File: src/rtl/sram_req_ctrl.sv
// sram_req_ctrl: request front end for a 512 x 48 two-port SRAM.
// A 4-entry request FIFO feeds a single issue stage that drives
// registered SRAM signals. Reads are captured into a 2-entry response
// buffer the cycle after they issue. A read issues only when the
// response buffer has guaranteed room for its data. Writes always issue.
// Requests stay in strict order, so a blocked read also holds back
// every request queued behind it.
// Optional feature: define SRAM_CTRL_STATS_EN to enable the saturating
// issued-read and issued-write counters. When it is not defined, the
// stat outputs are tied to zero.
module sram_req_ctrl (
    input  logic        clock,
    input  logic        reset,
    input  logic        req_valid,
    output logic        req_ready,
    input  logic        req_write,
    input  logic [8:0]  req_addr,
    input  logic [47:0] req_wdata,
    output logic        resp_valid,
    input  logic        resp_ready,
    output logic [47:0] resp_data,
    output logic        sram_we,
    output logic [8:0]  sram_waddr,
    output logic [47:0] sram_wdata,
    output logic [8:0]  sram_raddr,
    input  logic [47:0] sram_rdata,
    output logic [15:0] stat_rd_count,
    output logic [15:0] stat_wr_count
);

    // Request FIFO storage and bookkeeping
    logic        fifo_write [4];
    logic [8:0]  fifo_addr  [4];
    logic [47:0] fifo_wdata [4];
    logic [1:0]  fifo_wr_ptr;
    logic [1:0]  fifo_rd_ptr;
    logic [2:0]  fifo_count;

    // Response buffer storage and bookkeeping
    logic [47:0] resp_mem [2];
    logic        resp_wr_ptr;
    logic        resp_rd_ptr;
    logic [1:0]  resp_count;

    // Set while sram_raddr carries a read whose data must be captured
    logic        read_inflight;

    logic        push;
    logic        head_write;
    logic        read_room;
    logic        pop;
    logic        issue_read;
    logic        issue_write;
    logic        resp_pop;

    assign req_ready   = (fifo_count < 3'd4);
    assign push        = req_valid & req_ready;
    assign head_write  = fifo_write[fifo_rd_ptr];
    // The response count plus the single possible in-flight read bounds
    // the entries the buffer may need to hold.
    assign read_room   = ((resp_count + {1'b0, read_inflight}) < 2'd2);
    assign pop         = (fifo_count != 3'd0) && (head_write || read_room);
    assign issue_read  = pop & ~head_write;
    assign issue_write = pop & head_write;

    assign resp_valid  = (resp_count != 2'd0);
    assign resp_data   = resp_valid ? resp_mem[resp_rd_ptr] : 48'd0;
    assign resp_pop    = resp_valid & resp_ready;

    // Request FIFO payload: write the tail entry on every accepted request
    always_ff @(posedge clock) begin
        if (push) begin
            fifo_write[fifo_wr_ptr] <= req_write;
            fifo_addr[fifo_wr_ptr]  <= req_addr;
            fifo_wdata[fifo_wr_ptr] <= req_wdata;
        end
    end

    // Request FIFO pointers and occupancy; a push and pop together leave the count alone
    always_ff @(posedge clock) begin
        if (reset) begin
            fifo_wr_ptr <= 2'd0;
            fifo_rd_ptr <= 2'd0;
            fifo_count  <= 3'd0;
        end else begin
            if (push) begin
                fifo_wr_ptr <= fifo_wr_ptr + 2'd1;
            end
            if (pop) begin
                fifo_rd_ptr <= fifo_rd_ptr + 2'd1;
            end
            case ({push, pop})
                2'b10:   fifo_count <= fifo_count + 3'd1;
                2'b01:   fifo_count <= fifo_count - 3'd1;
                default: fifo_count <= fifo_count;
            endcase
        end
    end

    // Issue stage: load the popped head into the registered SRAM signals
    always_ff @(posedge clock) begin
        if (reset) begin
            sram_we       <= 1'b0;
            sram_waddr    <= 9'd0;
            sram_wdata    <= 48'd0;
            sram_raddr    <= 9'd0;
            read_inflight <= 1'b0;
        end else begin
            sram_we       <= issue_write;
            read_inflight <= issue_read;
            if (issue_write) begin
                sram_waddr <= fifo_addr[fifo_rd_ptr];
                sram_wdata <= fifo_wdata[fifo_rd_ptr];
            end
            if (issue_read) begin
                sram_raddr <= fifo_addr[fifo_rd_ptr];
            end
        end
    end

    // Response buffer payload: capture SRAM read data at the end of the read cycle
    always_ff @(posedge clock) begin
        if (!reset && read_inflight) begin
            resp_mem[resp_wr_ptr] <= sram_rdata;
        end
    end

    // Response buffer pointers and occupancy
    always_ff @(posedge clock) begin
        if (reset) begin
            resp_wr_ptr <= 1'b0;
            resp_rd_ptr <= 1'b0;
            resp_count  <= 2'd0;
        end else begin
            if (read_inflight) begin
                resp_wr_ptr <= ~resp_wr_ptr;
            end
            if (resp_pop) begin
                resp_rd_ptr <= ~resp_rd_ptr;
            end
            case ({read_inflight, resp_pop})
                2'b10:   resp_count <= resp_count + 2'd1;
                2'b01:   resp_count <= resp_count - 2'd1;
                default: resp_count <= resp_count;
            endcase
        end
    end

`ifdef SRAM_CTRL_STATS_EN
    logic [15:0] rd_count;
    logic [15:0] wr_count;

    // Saturating counters of issued reads and writes
    always_ff @(posedge clock) begin
        if (reset) begin
            rd_count <= 16'd0;
            wr_count <= 16'd0;
        end else begin
            if (issue_read && (rd_count != 16'hFFFF)) begin
                rd_count <= rd_count + 16'd1;
            end
            if (issue_write && (wr_count != 16'hFFFF)) begin
                wr_count <= wr_count + 16'd1;
            end
        end
    end

    assign stat_rd_count = rd_count;
    assign stat_wr_count = wr_count;
`else
    assign stat_rd_count = 16'd0;
    assign stat_wr_count = 16'd0;
`endif

endmodule
File: config.mk
export PLATFORM = sky130hd
export DESIGN_NAME = sram_req_ctrl
export DESIGN_NICKNAME = d
export VERILOG_FILES = /design/src/rtl/sram_req_ctrl.sv
export SDC_FILE = /design/constraint.sdc
export NUM_CORES = 1
export LEC_CHECK = 0
export BUFFER_PORTS_ARGS = -buffer_cell sky130_fd_sc_hd__clkbuf_2
export CORE_MARGIN = 2
export CORE_UTILIZATION = 51
export DETAILED_ROUTE_END_ITERATION = 10
export GPL_TIMING_DRIVEN = 0
export HOLD_SLACK_MARGIN = 0.05
export PLACE_DENSITY = 0.76
export SLEW_MARGIN = 30
export SYNTH_ARGS = -nofsm -noshare
export SYNTH_HDL_FRONTEND = slang
export SYNTH_SLANG_ARGS = --single-unit
File: constraint.sdc
create_clock -name clock -period 4.4 [get_ports clock]
set_input_delay 0 -clock clock [delete_from_list [all_inputs] [get_ports clock]]
set_output_delay 0 -clock clock [all_outputs]
set_load 0.1 [all_outputs]
; After elaboration in Yosys (flattened, before gate mapping)
; Memories as Yosys holds them, arrays and structs flattened. A register that Yosys moved wholly into a read port is not among the register bits.
; Cells that the tools add are included.
[classes]
magnitude_cmp = 2
reduce_logical = 8
eq_ne = 4
n_addsub = 7
n_bitwise = 7
muxes = 13
[ops]
columns = operator, count
row1 = 2-to-1 mux 48 bit, 1
row2 = 2-to-1 mux 2 bit, 4
row3 = adder 2 x 1 -> 2 bit (second input constant), 3
row4 = 2-to-1 mux 1 bit, 6
row5 = case mux 3 bit (2 select lines), 1
row6 = nonzero test 2 bit, 3
row7 = AND 1 bit, 4
row8 = == test 2 x 1 -> 1 bit (second input constant), 2
row9 = == test 2 bit (second input constant), 2
row10 = case mux 2 bit (2 select lines), 1
row11 = adder 3 x 1 -> 3 bit (second input constant), 1
row12 = less-than comparator 3 bit (second input constant), 1
row13 = inverter 1 bit, 3
row14 = nonzero test 3 bit, 1
row15 = subtractor 3 x 1 -> 3 bit (second input constant), 1
row16 = adder 2 x 1 -> 2 bit, 1
row17 = logical AND 1 bit, 2
row18 = less-than comparator 2 bit (second input constant), 1
row19 = subtractor 2 x 1 -> 2 bit (second input constant), 1
row20 = zero test 1 bit, 1
row21 = logical OR 1 bit, 1
[totals]
reg_bits = 31
output_inout_bits = 149
mem_bits_rw = 328
n_memories = 4
in_bits = 110
[mem_list]
columns = memory, words, width, rd, rd_ports_with_merged_regs, write_ports, line
row1 = fifo_wdata, 4, 48, 1, 1, 1, 34  ; logic [47:0] fifo_wdata [4];
row2 = resp_mem, 2, 48, 1, 1, 1, 40  ; logic [47:0] resp_mem [2];
row3 = fifo_addr, 4, 9, 1, 1, 1, 33  ; logic [8:0] fifo_addr [4];
row4 = fifo_write, 4, 1, 1, 1, 1, 32  ; logic fifo_write [4];

; Depth between registers and ports, before layout
; Gate-level depths: netlist (run 1).
[depth]
depth_word = 6
mapped_depth = 12
ltp_nobuf = 9

; Worst setup path after synthesis (run 1)
; OpenSTA, ideal clock, no wires.
[synth_path]
kind = input to register
startpoint = input reset
endpoint = memory resp_mem[1][0], enable pin
setup_slack_ns = -0.255
cell_stages = 4
required_ns = 3.877
arrival_time_ns = 4.132
n_path_buf = 3
cell_sequence = clkbuf_1 clkbuf_1 clkbuf_1 nor3b_1
[synth_via]
elab_chain_cells = 4
[synth_lines]
columns = element, line
row1 = start: declaration, 13  ; input logic reset,
row2 = zero test 1 bit, 123  ; if (!reset && read_inflight) begin
row3 = logical AND 1 bit, 123
row4 = 2-to-1 mux 1 bit, 123
row5 = 2-to-1 mux 1 bit (not written as such), 124  ; resp_mem[resp_wr_ptr] <= sram_rdata;
row6 = end: declaration, 40
; Every way passes these cells.

==> summary.md, run 1 <==
TritonCTS built the clock tree. The run gives 8.204 mW as the internal power component. The floorplan step defined a core boundary enclosing 30510 um2. The tree is rooted in a clkbuf_16. The worst-case IR drop observed on VDD is 0.0004644 V.

The setup fix buffers added after clock tree synthesis came out at 0. The number of nets still failing antenna checks after routing was 0; the fraction of the core area covered by cells at the end of the flow was 0.6609. The number of endpoints with negative hold slack in the final report is 0, and the average wire per standard cell is 19.56 um. For this design the ratio of total power to cell area is 689.6 nW/um2.

The logs give 0.2136 for the total routing resource utilization after global routing and 0 for the final global-route overflow total. The synthesis-stage register bit count is 410. Entering global routing, the biggest net connects 38 pins. The number of clock buffers added by TritonCTS is 41. The post-route fraction of the period consumed by the critical path is 0.6609, and the number of clock sinks is 410. The congestion estimate from routability-driven global placement came to 0.7402.

Number of antenna violations at the first check in global routing: 0. The number of nets in the layout came out at 1460. The relative area change from synthesis to final layout works out to 27.86%.

The flow ran to the end, and the final reports show no timing, DRC or antenna violations. The count of buffers added on input and output ports is 226. The logs give 54070 um for the global-route wire length before repair and 259 for the I/O pin total.

After clock tree synthesis, the repair step resized 0 gates. After the first detailed-routing iteration, the DRC count stood at 646. The maximum fanout count along the critical path is 10. In the synthesized netlist, the number of instances is 921.

Area fraction of the dominant cell type after synthesis: 0.6246. For the number of antenna diodes, the log shows 0. The relative slew slack is 0.4299, and the synthesized area per cell is 17.12 um2. The most frequently used cell type in the post-synthesis netlist is edfxtp_1. The tools report the share of synthesized area occupied by flip-flops and latches as 0.7287. Across the run, the number of max-cap violations was 0. Clock-pin slew was measured on the worst setup and hold paths at 0.06 ns. The critical path is of the flip-flop to flip-flop type.

The biggest area contributor in the post-synthesis netlist is edfxtp_1. The floorplan step defined a die boundary enclosing 32340 um2. The H-tree depth came out at 2.

Clock latency on the worst-skew pair, taken at its later pin, is 0.53 ns. For the number of rows in the core area, the log shows 64. Type of the most critical hold path: primary input to flip-flop. The net switching fraction of the power was 0.4100.

After routing the design area is 20160 um2. On the final layout, the worst clock skew is 0.01599 ns. For this run, the leading register cell type out of synthesis is edfxtp_1. For this run, the detailed router's first-pass iteration total came to 5. The number of library cell types mapped by synthesis is 36. The proportion of power drawn by flip-flops and latches came out at 0.355. In the post-synthesis netlist, the biggest area contributors are edfxtp_1 62%, dfxtp_1 10%, mux4_2 8.3%, mux2i_1 4.3%, a21bo_2 3.1%. The run gives 0.249 as the clock group share of total power. The die is 179.8 um wide. The cell leakage power was 7.481 nW.

Summed over all nets, the half-perimeter wirelength after detailed placement is 22190 um. The synthesized netlist occupies a cell area of 15770 um2. In the synthesized netlist, the cells that appear most often are 328 x edfxtp_1, 82 x dfxtp_1, 67 x mux2i_1. Share of flip-flops with an asynchronous set or reset after synthesis: 0.

Required time reported for the critical path endpoint: 4.85 ns. The synthesized design contains 328 enable-type register cells. The effective utilization at floorplan is 0.5169, and the maximum clock rate is 0.3439 GHz. The worst setup path is launched from a flip-flop. The net switching component of the power came out at 5.700 mW. The clock period minus final worst setup slack is 2.908 ns, and the floorplan die height is 179.8 um.

The share of layout cells above drive strength 1 came out at 0.3367. Overall via count from detail_route: 9337. STA classifies the critical path endpoint as a flip-flop. The post-route DRC violation count is 0, and the total cell area at the placement stage is 17730 um2. Setup violations remaining at the end of the flow were counted as 0. The count of final max-slew check failures is 0, and the maximum clock path buffer count is 3.

The worst endpoint data arrival time was 3.36 ns; the routed via count divided by cell count was 5.272. Setup repair after global routing left no endpoint under its margin. The number of cells on the worst reg-to-reg path is 12. Number of global-route vias before repair: 9837. Wires add up to 34650 um. For the pin with the worst max-slew slack, the measured transition is 0.8551 ns.

The worst hold path passes through 5 cells. The count of hold-fix buffers inserted at cts was 108; the number of synthesis warnings was 0. For the combinational cell fraction of total power, the log shows 0.396.
## cell usage in the layout (no fill, tap or decap), types with 7 or more instances in the layout
master,netlist,routed
edfxtp_1,328,328
clkbuf_2,1,227
dlygate4sd3_1,0,108
dfxtp_1,82,82
mux2i_1,67,67
nor2_1,60,60
mux4_2,58,58
a21oi_1,52,52
nand3_1,50,50
a21bo_2,49,49
clkbuf_1,41,49
clkbuf_16,0,41
buf_4,32,35
conb_1,1,32
nand2b_1,28,28
inv_1,11,11
buf_6,3,10
buf_2,10,10
clkinv_2,0,8
clkbuf_8,0,7
## flip-flops by register name, summed over array words and instances, names as in the netlist, named ones only
register and cells:
fifo_wdata 192, resp_mem 96, sram_wdata 48, fifo_addr 36, sram_raddr 9, sram_waddr 9, fifo_write 4, fifo_count 3
fifo_rd_ptr 2, fifo_wr_ptr 2, resp_count 2, read_inflight 1, resp_rd_ptr 1, resp_wr_ptr 1, sram_we 1
## stage by stage
| step | TNS [ns] | total power, mW | setup WS, ns | cells | hold slack, ns |
|---|---|---|---|---|---|
| finish | 0 | 13.90 | 1.492 | 1771 | 0.1099 |
| global route | 0 | 14.43 | 1.332 | 1771 | 0.1626 |
| CTS | 0 | 13.99 | 1.484 | 1771 | 0.09419 |
| detailed placement | 0 | 10.44 | 1.509 | 1588 | 0.1925 |
| global placement | -120.37 | 10.33 | -2.339 | 1574 | 0.1899 |
| floorplan | 0 | 9.328 | 0.03727 | 952 | 0.09887 |
## power by group through the flow
| stage | combinational (mW) | sequential [mW] | clock [mW] |
|---|---|---|---|
| floorplan | 2.94 | 6.39 | 0 |
| global placement | 5.31 | 5.02 | 0 |
| detailed placement | 5.42 | 5.01 | 0 |
| CTS | 5.53 | 4.94 | 3.52 |
| global route | 5.79 | 4.98 | 3.67 |
| finish | 5.50 | 4.94 | 3.46 |
## routing by layer
metal  GRT usage  vias to the layer above  routed length (um)
li1            -                     4308                   -
met1      0.2640                     4644               13770
met2      0.3822                      314               17910
met3     0.04335                       71                2166
met4     0.05984                        0                 799
met5           0                        -                   0
## worst max-delay path, stage by stage (launching register included)
cell	delay, ns
dfxtp_1	0.31
clkbuf_2	0.28
mux4_2	0.40
buf_6	0.20
buf_2	0.25
a21oi_1	0.06
nor2_1	0.10
ha_1	0.19
inv_1	0.06
fa_1	0.38
xor2_1	0.16
or3_1	0.30
a21oi_1	0.14
## worst paths after layout
path,start,endpoint,slack [ns]
max,flip-flop,fifo_count[2],1.49
min,req_valid,fifo_wr_ptr[0],0.11
max reg2reg,flip-flop,fifo_count[2],1.49
min reg2reg,sram_raddr[7],sram_raddr[7],0.48
## logic make-up after synthesis
group                      after synthesis  share of synthesized area
DFF                                    410                     0.7287
and+or+nand+nor                        158                    0.04935
other                                    1                  0.0002378
adders and majority gates                7                   0.006030
AOI/OAI and AO/OA                      110                    0.05205
xor gates and xnor gates                 7                   0.003888
buffers and inverters                  103                    0.03443
muxes                                  125                     0.1254
## layout make-up
cell class              instances  area (um2)
clock inverters                19       201.4
inverters                      11       41.29
fillers                      2100       10350
clock buffers                  56        1152
repair buffers                348        2401
multi-input cells             439        3879
flip-flops and latches        410       11490
well taps                     396       495.5
plain buffers                  92       501.7
Note: power is estimated with default switching activity, not from simulation.
==> run 2, diff against run 1 <==
--- a/config.mk
+++ b/config.mk
@@ -5,6 +5,7 @@
 export SDC_FILE = /design/constraint.sdc
 export NUM_CORES = 1
 export LEC_CHECK = 0
+export ABC_AREA = 1
 export BUFFER_PORTS_ARGS = -buffer_cell sky130_fd_sc_hd__clkbuf_2
 export CORE_MARGIN = 2
 export CORE_UTILIZATION = 51
==> constraint.sdc (replaced) <==
create_clock -name clock -period 2.5 [get_ports clock]
set_input_delay 0 -clock clock [delete_from_list [all_inputs] [get_ports clock]]
set_output_delay 0 -clock clock [all_outputs]
set_load 0.1 [all_outputs]
==> summary.md, run 2 <==
The flow ran to the end, and the final reports show no timing, DRC or antenna violations. The maximum fanout count along the critical path is 10 (unchanged), and the average wire per standard cell is 18.22 um (-6.9%). For the cell leakage power, the log shows 7.873 nW (+5.2%). The number of rows in the core area came out at 63 (-1.6%).

Share of layout cells above drive strength 1: 0.2269 (-0.1098). The tools report the netlist area before placement as 15520 um2 (-1.6%). The number of flops mapped to enable cells by yosys works out to 328 (unchanged).

The share of flip-flops with an asynchronous set or reset after synthesis is 0 (unchanged). The post-synthesis cell count came out at 1300 (+41%). The area fraction of the dominant cell type after synthesis was 0.6344 (+0.009866). Derived from the worst setup path, the maximum achievable clock frequency is 0.4214 GHz. The tools report the number of endpoints with negative hold slack in the final report as 0 (unchanged). TritonCTS built the clock tree.

Family of cells with the greatest summed delay on the critical path: buffers and inverters. The routed via count divided by cell count was 5.237 (-0.68%). The tools report the number of CTS-inserted buffers as 42 (+2.4%).

Count of final max-slew check failures: 0 (unchanged). Floorplan die area: 31850 um2 (-1.5%). The run gives 0 (unchanged) as the final global-route overflow total. Floorplan die height: 178.5 um (-0.76%). Summed negative setup slack over all endpoints: 0 ns (unchanged). The cell at the root of the clock tree was clkbuf_16. The final cell count without fillers is 2156 (+22%). The logs give 0.2415 (+0.02787) for the total routing resource utilization after global routing and 11268 (+15%) for the number of global-route vias before repair. The maximum clock path buffer count was 3 (unchanged).

For the required time reported for the critical path endpoint, the log shows 2.50 ns (-2.35 ns). The relative area change from synthesis to final layout is 31.02%. The tools report the cell count after placement as 1965 (+24%).

STA classifies the critical path endpoint as an output pin. Setup repair after global routing left no endpoint under its margin. The post-synthesis cell type with the largest combined area is edfxtp_1. The register name with the most flops is fifo_wdata. The cell area after layout came out at 20340 um2 (+0.88%). The number of library cell types mapped by synthesis was 23 (-36%); the global-route wire length before repair was 59090 um (+9.3%). The worst IR drop on VDD is 0.001013 V (+120%). The worst setup path is launched from a flip-flop. The library cells used most frequently in the layout, excluding fill and tap cells, are 328 x edfxtp_1, 226 x clkbuf_2, 225 x nand2_1, 207 x nor2_1, 155 x o21ai_0. The logs give 410 (unchanged) for the number of clock sinks and 0 (unchanged) for the number of nets still failing antenna checks after routing. Least setup slack across all paths after layout: 0.1268 ns (-1.365 ns).

For the number of nets in the layout, the log shows 1847 (+27%). The post-route fraction of the period consumed by the critical path works out to 0.9493. The count of buffering cells on the critical path with inverters included is 3 (-1).

H-tree depth: 2 (unchanged). The number of port buffers came out at 226 (unchanged). After synthesis, the cell types taking the most area are edfxtp_1 63%, dfxtp_1 11%, nand2_1 5.5%, nor2_1 5.1%, o21ai_0 5.1%.

The worst clock skew was 0.02476 ns (+0.008769 ns); the final RePlAce weighted congestion was 0.8208 (+11%). For the number of antenna violations at the first check in global routing, the log shows 3 (+3). The total design power is 26.35 mW (+89%), and the clock transition at the registers of the reported paths is 0.07 ns (about the same). The logs give 0 (unchanged) for the number of endpoints failing setup at the final stage and 11290 (+21%) for the overall via count from detail_route. The slowest stage cell on the critical path is clkbuf_2.

Effective utilization at floorplan: 0.5210 (+0.004142). The worst setup path is of the flip-flop to output pin kind. The violation count after the first detailed-routing iteration was 929 (+44%); the worst endpoint data arrival time was 2.37 ns (-0.99 ns). The I/O pin total is 259 (unchanged).

Traced cell by cell, the critical path runs through buf_2 > clkbuf_1 > nand2_1 > a21oi_1 > clkbuf_2. The tools report the number of synthesis warnings as 0 (unchanged). Type of the most critical hold path: primary input to flip-flop.

The placed wire-length estimate after detailed placement came out at 25410 um (+15%). The commonest cells after synthesis are 328 x edfxtp_1, 226 x nand2_1, 212 x nor2_1. The pin count of the biggest net entering global routing is 22 (-42%).

The number of flip-flops in the largest register is 192 (unchanged), and the share of synthesized area occupied by flip-flops and latches is 0.7402 (+0.01151). The slew of the pin with the lowest slew margin was 0.7696 ns (-0.08552 ns). The primary flip-flop cell chosen by synthesis mapping was edfxtp_1. The tools report the insertion delay of the later-clocked pin in the worst-skew pair as 0.54 ns (about the same). The delay contributed by the slowest stage of the critical path works out to 0.49 ns (+0.09 ns). Pre-CTS setup slack: 0.1058 ns (-1.403 ns). The area of the core is 29800 um2 (-2.3%), and the fraction of the core area covered by cells at the end of the flow is 0.6827 (+0.02178).

The largest registers in the layout are fifo_wdata: 192 flops, resp_mem: 96 flops, sram_wdata: 48 flops. The library cell used most frequently in the layout, excluding fill and tap cells, is edfxtp_1. The power density relative to cell area works out to 1295 nW/um2 (+88%). The startpoint identified for the worst hold timing path is sram_rdata[38]. The count of max-cap constraint violations came out at 0 (unchanged).

The detailed-route wire length is 39280 um (+13%), and the first-pass iteration count of the detailed router is 5 (unchanged). The synthesized area per cell was 11.94 um2 (-30%). The synthesis-stage register bit count is 410 (unchanged). The total cell area at the placement stage came out at 17770 um2 (+0.24%). Most frequently used cell type in the post-synthesis netlist: edfxtp_1. The logs give 0.4869 (+0.05702) for the relative slew slack and 0.1997 ns (+0.08977 ns) for the minimum hold slack. The clock period minus final worst setup slack is 2.373 ns, and the post-route DRC violation count is 0 (unchanged). The width of the die works out to 178.5 um (-0.76%).
## run 2: cell types whose count changed after synthesis, sizes merged, moves of 20 or more
cell    before  now
buf         50   73
nand2        3  227
nand3       50    8
o21ai        3  179
a21oi       52  108
mux2i       67    0
inv         11   31
nor2        60  212
mux4        58    0
a21bo       49    0
nand2b      28    0
## run 2: cells by family (layout without fill, tap and decap cells)
family	count (synthesis)	in the layout	synth area share
AND/OR/NAND/NOR	448	448	0.1102
flip-flops	410	410	0.7402
AO/OA/AOI/OAI	296	296	0.09615
buffers and inverters	136	568	0.04602
adder cells (fa/ha/maj)	7	7	0.006125
XOR/XNOR	2	2	0.001129
other	1	35	0.0002415
## run 2: path summary, 6_finish.rpt
| path | slack (ns) | cells after the start | endpoint |
|---|---|---|---|
| worst max-delay path | 0.13 | 5 | resp_data[40] |
| worst min-delay path | 0.20 | 2 | resp_mem[0][38] |
| worst min register to register | 0.46 | 1 | resp_rd_ptr |
| worst max register to register | 0.17 | 11 | fifo_count[1] |
## run 2: where the power goes
group	internal (mW)	leakage [nW]	switching, mW
clock	3.88	0.697	2.57
sequential	8.38	3.66	0.385
combinational	2.25	3.51	8.88
## run 2: per-layer routing
metal | vias to the layer above | wire [um] | GRT usage
met5 | - | 0 | 0
met4 | 0 | 1113 | 0.08266
met3 | 79 | 3386 | 0.05435
met2 | 532 | 19760 | 0.4334
met1 | 5358 | 15020 | 0.2856
li1 | 5321 | - | -
## run 2: area by class of cell
type / instances / area [um2]
sequential: 410 / 11490
fill: 2047 / 9455
multi-input combinational: 785 / 3507
timing repair buffer: 355 / 2673
clock buffer: 53 / 1144
buffer: 105 / 608.1
tap: 390 / 488.0
clock inverter: 24 / 301.5
inverter: 31 / 120.1
antenna: 3 / 7.507
## run 2: timing repair
item                                    4_1_cts  5_1_grt
gates resized for setup                       0       12
endpoints found under the setup margin        0       23
setup buffers                                 0        2
endpoints found under the hold margin       339        0
hold buffers                                109        0
==> run 3, diff against run 2 <==
--- a/config.mk
+++ b/config.mk
@@ -8,11 +8,12 @@
 export ABC_AREA = 1
 export BUFFER_PORTS_ARGS = -buffer_cell sky130_fd_sc_hd__clkbuf_2
 export CORE_MARGIN = 2
-export CORE_UTILIZATION = 51
+export CORE_UTILIZATION = 58
+export CTS_BUF_LIST = sky130_fd_sc_hd__clkbuf_8
 export DETAILED_ROUTE_END_ITERATION = 10
 export GPL_TIMING_DRIVEN = 0
 export HOLD_SLACK_MARGIN = 0.05
-export PLACE_DENSITY = 0.76
+export PLACE_DENSITY = 0.82
 export SLEW_MARGIN = 30
 export SYNTH_ARGS = -nofsm -noshare
 export SYNTH_HDL_FRONTEND = slang
==> constraint.sdc (replaced) <==
create_clock -name clock -period 2.3 [get_ports clock]
set_input_delay 0 -clock clock [delete_from_list [all_inputs] [get_ports clock]]
set_output_delay 0 -clock clock [all_outputs]
set_load 0.1 [all_outputs]
==> summary.md, run 3 (synthesis results as in run 2) <==
Slew of the pin with the lowest slew margin: 0.8698 ns (+0.1002 ns). The detailed-route wire length came out at 42820 um (+9.0%). The number of endpoints failing setup at the final stage was 0 (unchanged).

The number of CTS-inserted buffers came out at 61 (+45%). TritonCTS built the clock tree. The number of nets in the layout was 1867 (+1.1%). The number of rows in the core area was 59 (-6.3%).

In this design, the largest share of critical-path delay is due to buffers and inverters. The pre-CTS setup slack came out at 0.01096 ns (-0.09480 ns). The worst hold path belongs to the class primary input to flip-flop. Post-route DRC violation count: 0 (unchanged). The relative slew slack is 0.4201 (-0.06682), and the floorplan die area is 28090 um2 (-12%).

The insertion delay of the later-clocked pin in the worst-skew pair was 0.63 ns (+0.09 ns); the power density relative to cell area was 1377 nW/um2 (+6.3%). The delay contributed by the slowest stage of the critical path is 0.35 ns (-0.14 ns), and the final RePlAce weighted congestion is 0.8620 (+5.0%). The post-route fraction of the period consumed by the critical path was 0.9736. In this run the clock root is driven by a clkbuf_8. The number of flip-flops in the largest register was 192 (unchanged).

The slowest stage cell on the critical path was dfxtp_1. In the final layout, the registers with the most flip-flops are fifo_wdata: 192 flops, resp_mem: 96 flops, sram_wdata: 48 flops. The first-pass iteration count of the detailed router is 5 (unchanged).

The global routing usage on met3 was 0.06783 (+0.01348); the H-tree depth was 2 (unchanged). Number of clock sinks: 410 (unchanged). For the reg-to-reg setup timing slack, the log shows 0.08 ns (-0.09 ns). Kind of capture point of the worst setup path: an output pin. The overall via count from detail_route came out at 11915 (+5.5%). The minimum hold slack came out at 0.1226 ns (-0.07708 ns). Leaving out fill and tap cells, the most frequent cell in the layout is edfxtp_1.

The run gives 11882 (+5.4%) as the number of global-route vias before repair. For the number of antenna violations at the first check in global routing, the log shows 1 (-2). The tools report the area of the core as 26210 um2 (-12%). The share of layout cells above drive strength 1 was 0.2436 (+0.01673). The pin count of the biggest net entering global routing came out at 24 (+9.1%). The tools report the cell leakage power as 7.919 nW (+0.59%).

Fraction of the core area covered by cells at the end of the flow: 0.7719 (+0.08926). The layer flagged by global routing as most heavily used is met2. The most numerous cell type found on the critical path is buf_2. More flip-flops sit in one register than any other, and that register is fifo_wdata. The routed via count divided by cell count was 5.573 (+6.4%). The effective utilization at floorplan was 0.5924 (+0.07137); the relative area change from synthesis to final layout was 30.30%. The worst clock skew was 0.04508 ns (+0.02031 ns). The tools report the global-route wire length before repair as 64960 um (+9.9%).

The worst IR drop on VDD was 0.001443 V (+42%). The average wire per standard cell came out at 20.03 um (+9.9%). Traced cell by cell, the critical path runs through inv_1 > buf_2 > buf_2 > nand2_1 > a21oi_1 > buf_6. The least setup slack across all paths after layout came out at 0.06082 ns (-0.06596 ns). The floorplan die height works out to 167.6 um (-6.1%). The run gives 25220 um (-0.76%) as the placed wire-length estimate after detailed placement. The met1 layer usage reported by global route is 0.3570 (+0.07144). The total routing resource utilization after global routing was 0.2998 (+0.05835). Kind of launch point of the worst setup path: a flip-flop. The run gives 2.30 ns (-0.20 ns) as the required time reported for the critical path endpoint.

The I/O pin total was 259 (unchanged); the clock transition at the registers of the reported paths was 0.06 ns (about the same). The violation count after the first detailed-routing iteration came out at 1284 (+38%). The maximum fanout count along the critical path came out at 10 (unchanged). The tools report the number of nets still failing antenna checks after routing as 0 (unchanged). The library cells used most frequently in the layout, excluding fill and tap cells, are 328 x edfxtp_1, 225 x nand2_1, 206 x nor2_1, 193 x clkbuf_2, 155 x o21ai_0. The final global-route overflow total was 0 (unchanged); the maximum clock rate was 0.4466 GHz. The tools report the total design power as 27.86 mW (+5.8%). Setup repair after global routing could not meet its margin everywhere. The flow ran to the end, and the final reports show no timing, DRC or antenna violations. The maximum clock path buffer count is 3 (unchanged), and the met2 usage is 0.5261 (+0.09267).

The worst setup path is of the flip-flop to output pin kind. The clock period minus final worst setup slack is 2.239 ns, and the worst endpoint data arrival time is 2.24 ns (-0.13 ns). Count of max-cap constraint violations: 0 (unchanged). The count of final max-slew check failures was 0 (unchanged); the count of buffering cells on the critical path with inverters included was 4 (+1). The number of endpoints with negative hold slack in the final report is 0 (unchanged), and the number of port buffers is 226 (unchanged). The width of the die was 167.6 um (-6.1%).
-- run 3: cell count changes in the layout (fill, tap and decap cells not counted), sizes merged --
cell,before,now
inv,30,51
buf,91,106
clkbuf,313,323
bufinv,6,0
clkinvlp,5,2
diode,3,1
dlygate4sd3,109,111
-- run 3: timing repair --
item                                   in CTS  in global routing
resized for setup                          27                 32
hold buffers                              111                  0
buffers inserted                            0                  2
endpoints found under the hold margin     368                  0
pin swaps                                   0                  1
setup endpoints to repair                  21                 23
gates cloned                                0                  0
-- run 3: power by group --
part	switching, mW	total, mW	leakage [nW]	internal (mW)
combinational	9.86	12.4	3.54	2.57
sequential	0.460	9.57	3.66	9.11
clock	2.78	5.86	0.721	3.08
total	13.1	27.9	7.92	14.8
-- run 3: worst paths after layout --
kind | startpoint | endpoint | depth (start not counted)
setup / recovery | flip-flop | resp_data[43] | 6
hold / removal | sram_rdata[4] | resp_mem[0][4] | 2
setup reg to reg | flip-flop | fifo_count[1] | 11
hold reg to reg | resp_rd_ptr | resp_rd_ptr | 1
-- run 3: cell type report --
type,instances,area (um2)
Clock inverter,36,163.9
Timing Repair Buffer,356,2743
Buffer,105,618.1
Antenna cell,1,2.502
Sequential cell,410,11490
Fill cell,1480,5977
Tap cell,335,419.2
Multi-Input combinational cell,785,3583
Clock buffer,79,1087
Inverter,31,120.1
-- run 3: layer usage --
metal / routed length [um] / share of wire
met1: 15220 / 0.36
met2: 21700 / 0.51
met3: 4351 / 0.10
met4: 1555 / 0.036
met5: 0 / 0
-- run 3: worst register-to-register path: cells and delay by family (launching register included) --
family,cells,cell delay (ns)
AO/OA/AOI/OAI,1,0.05
buffers and inverters,3,0.62
flip-flops,1,0.34
adder cells (fa/ha/maj),2,0.59
AND/OR/NAND/NOR,5,0.57
-- run 3: metrics by stage --
stage	TNS, ns	instance area (um2)	std cells
floorplan	-8.252	15790	1331
global placement	-113.48	17340	1892
detailed placement	0	17750	1909
CTS	0	20170	2135
global route	-0.006074	20230	2138
finish	0	20230	2138
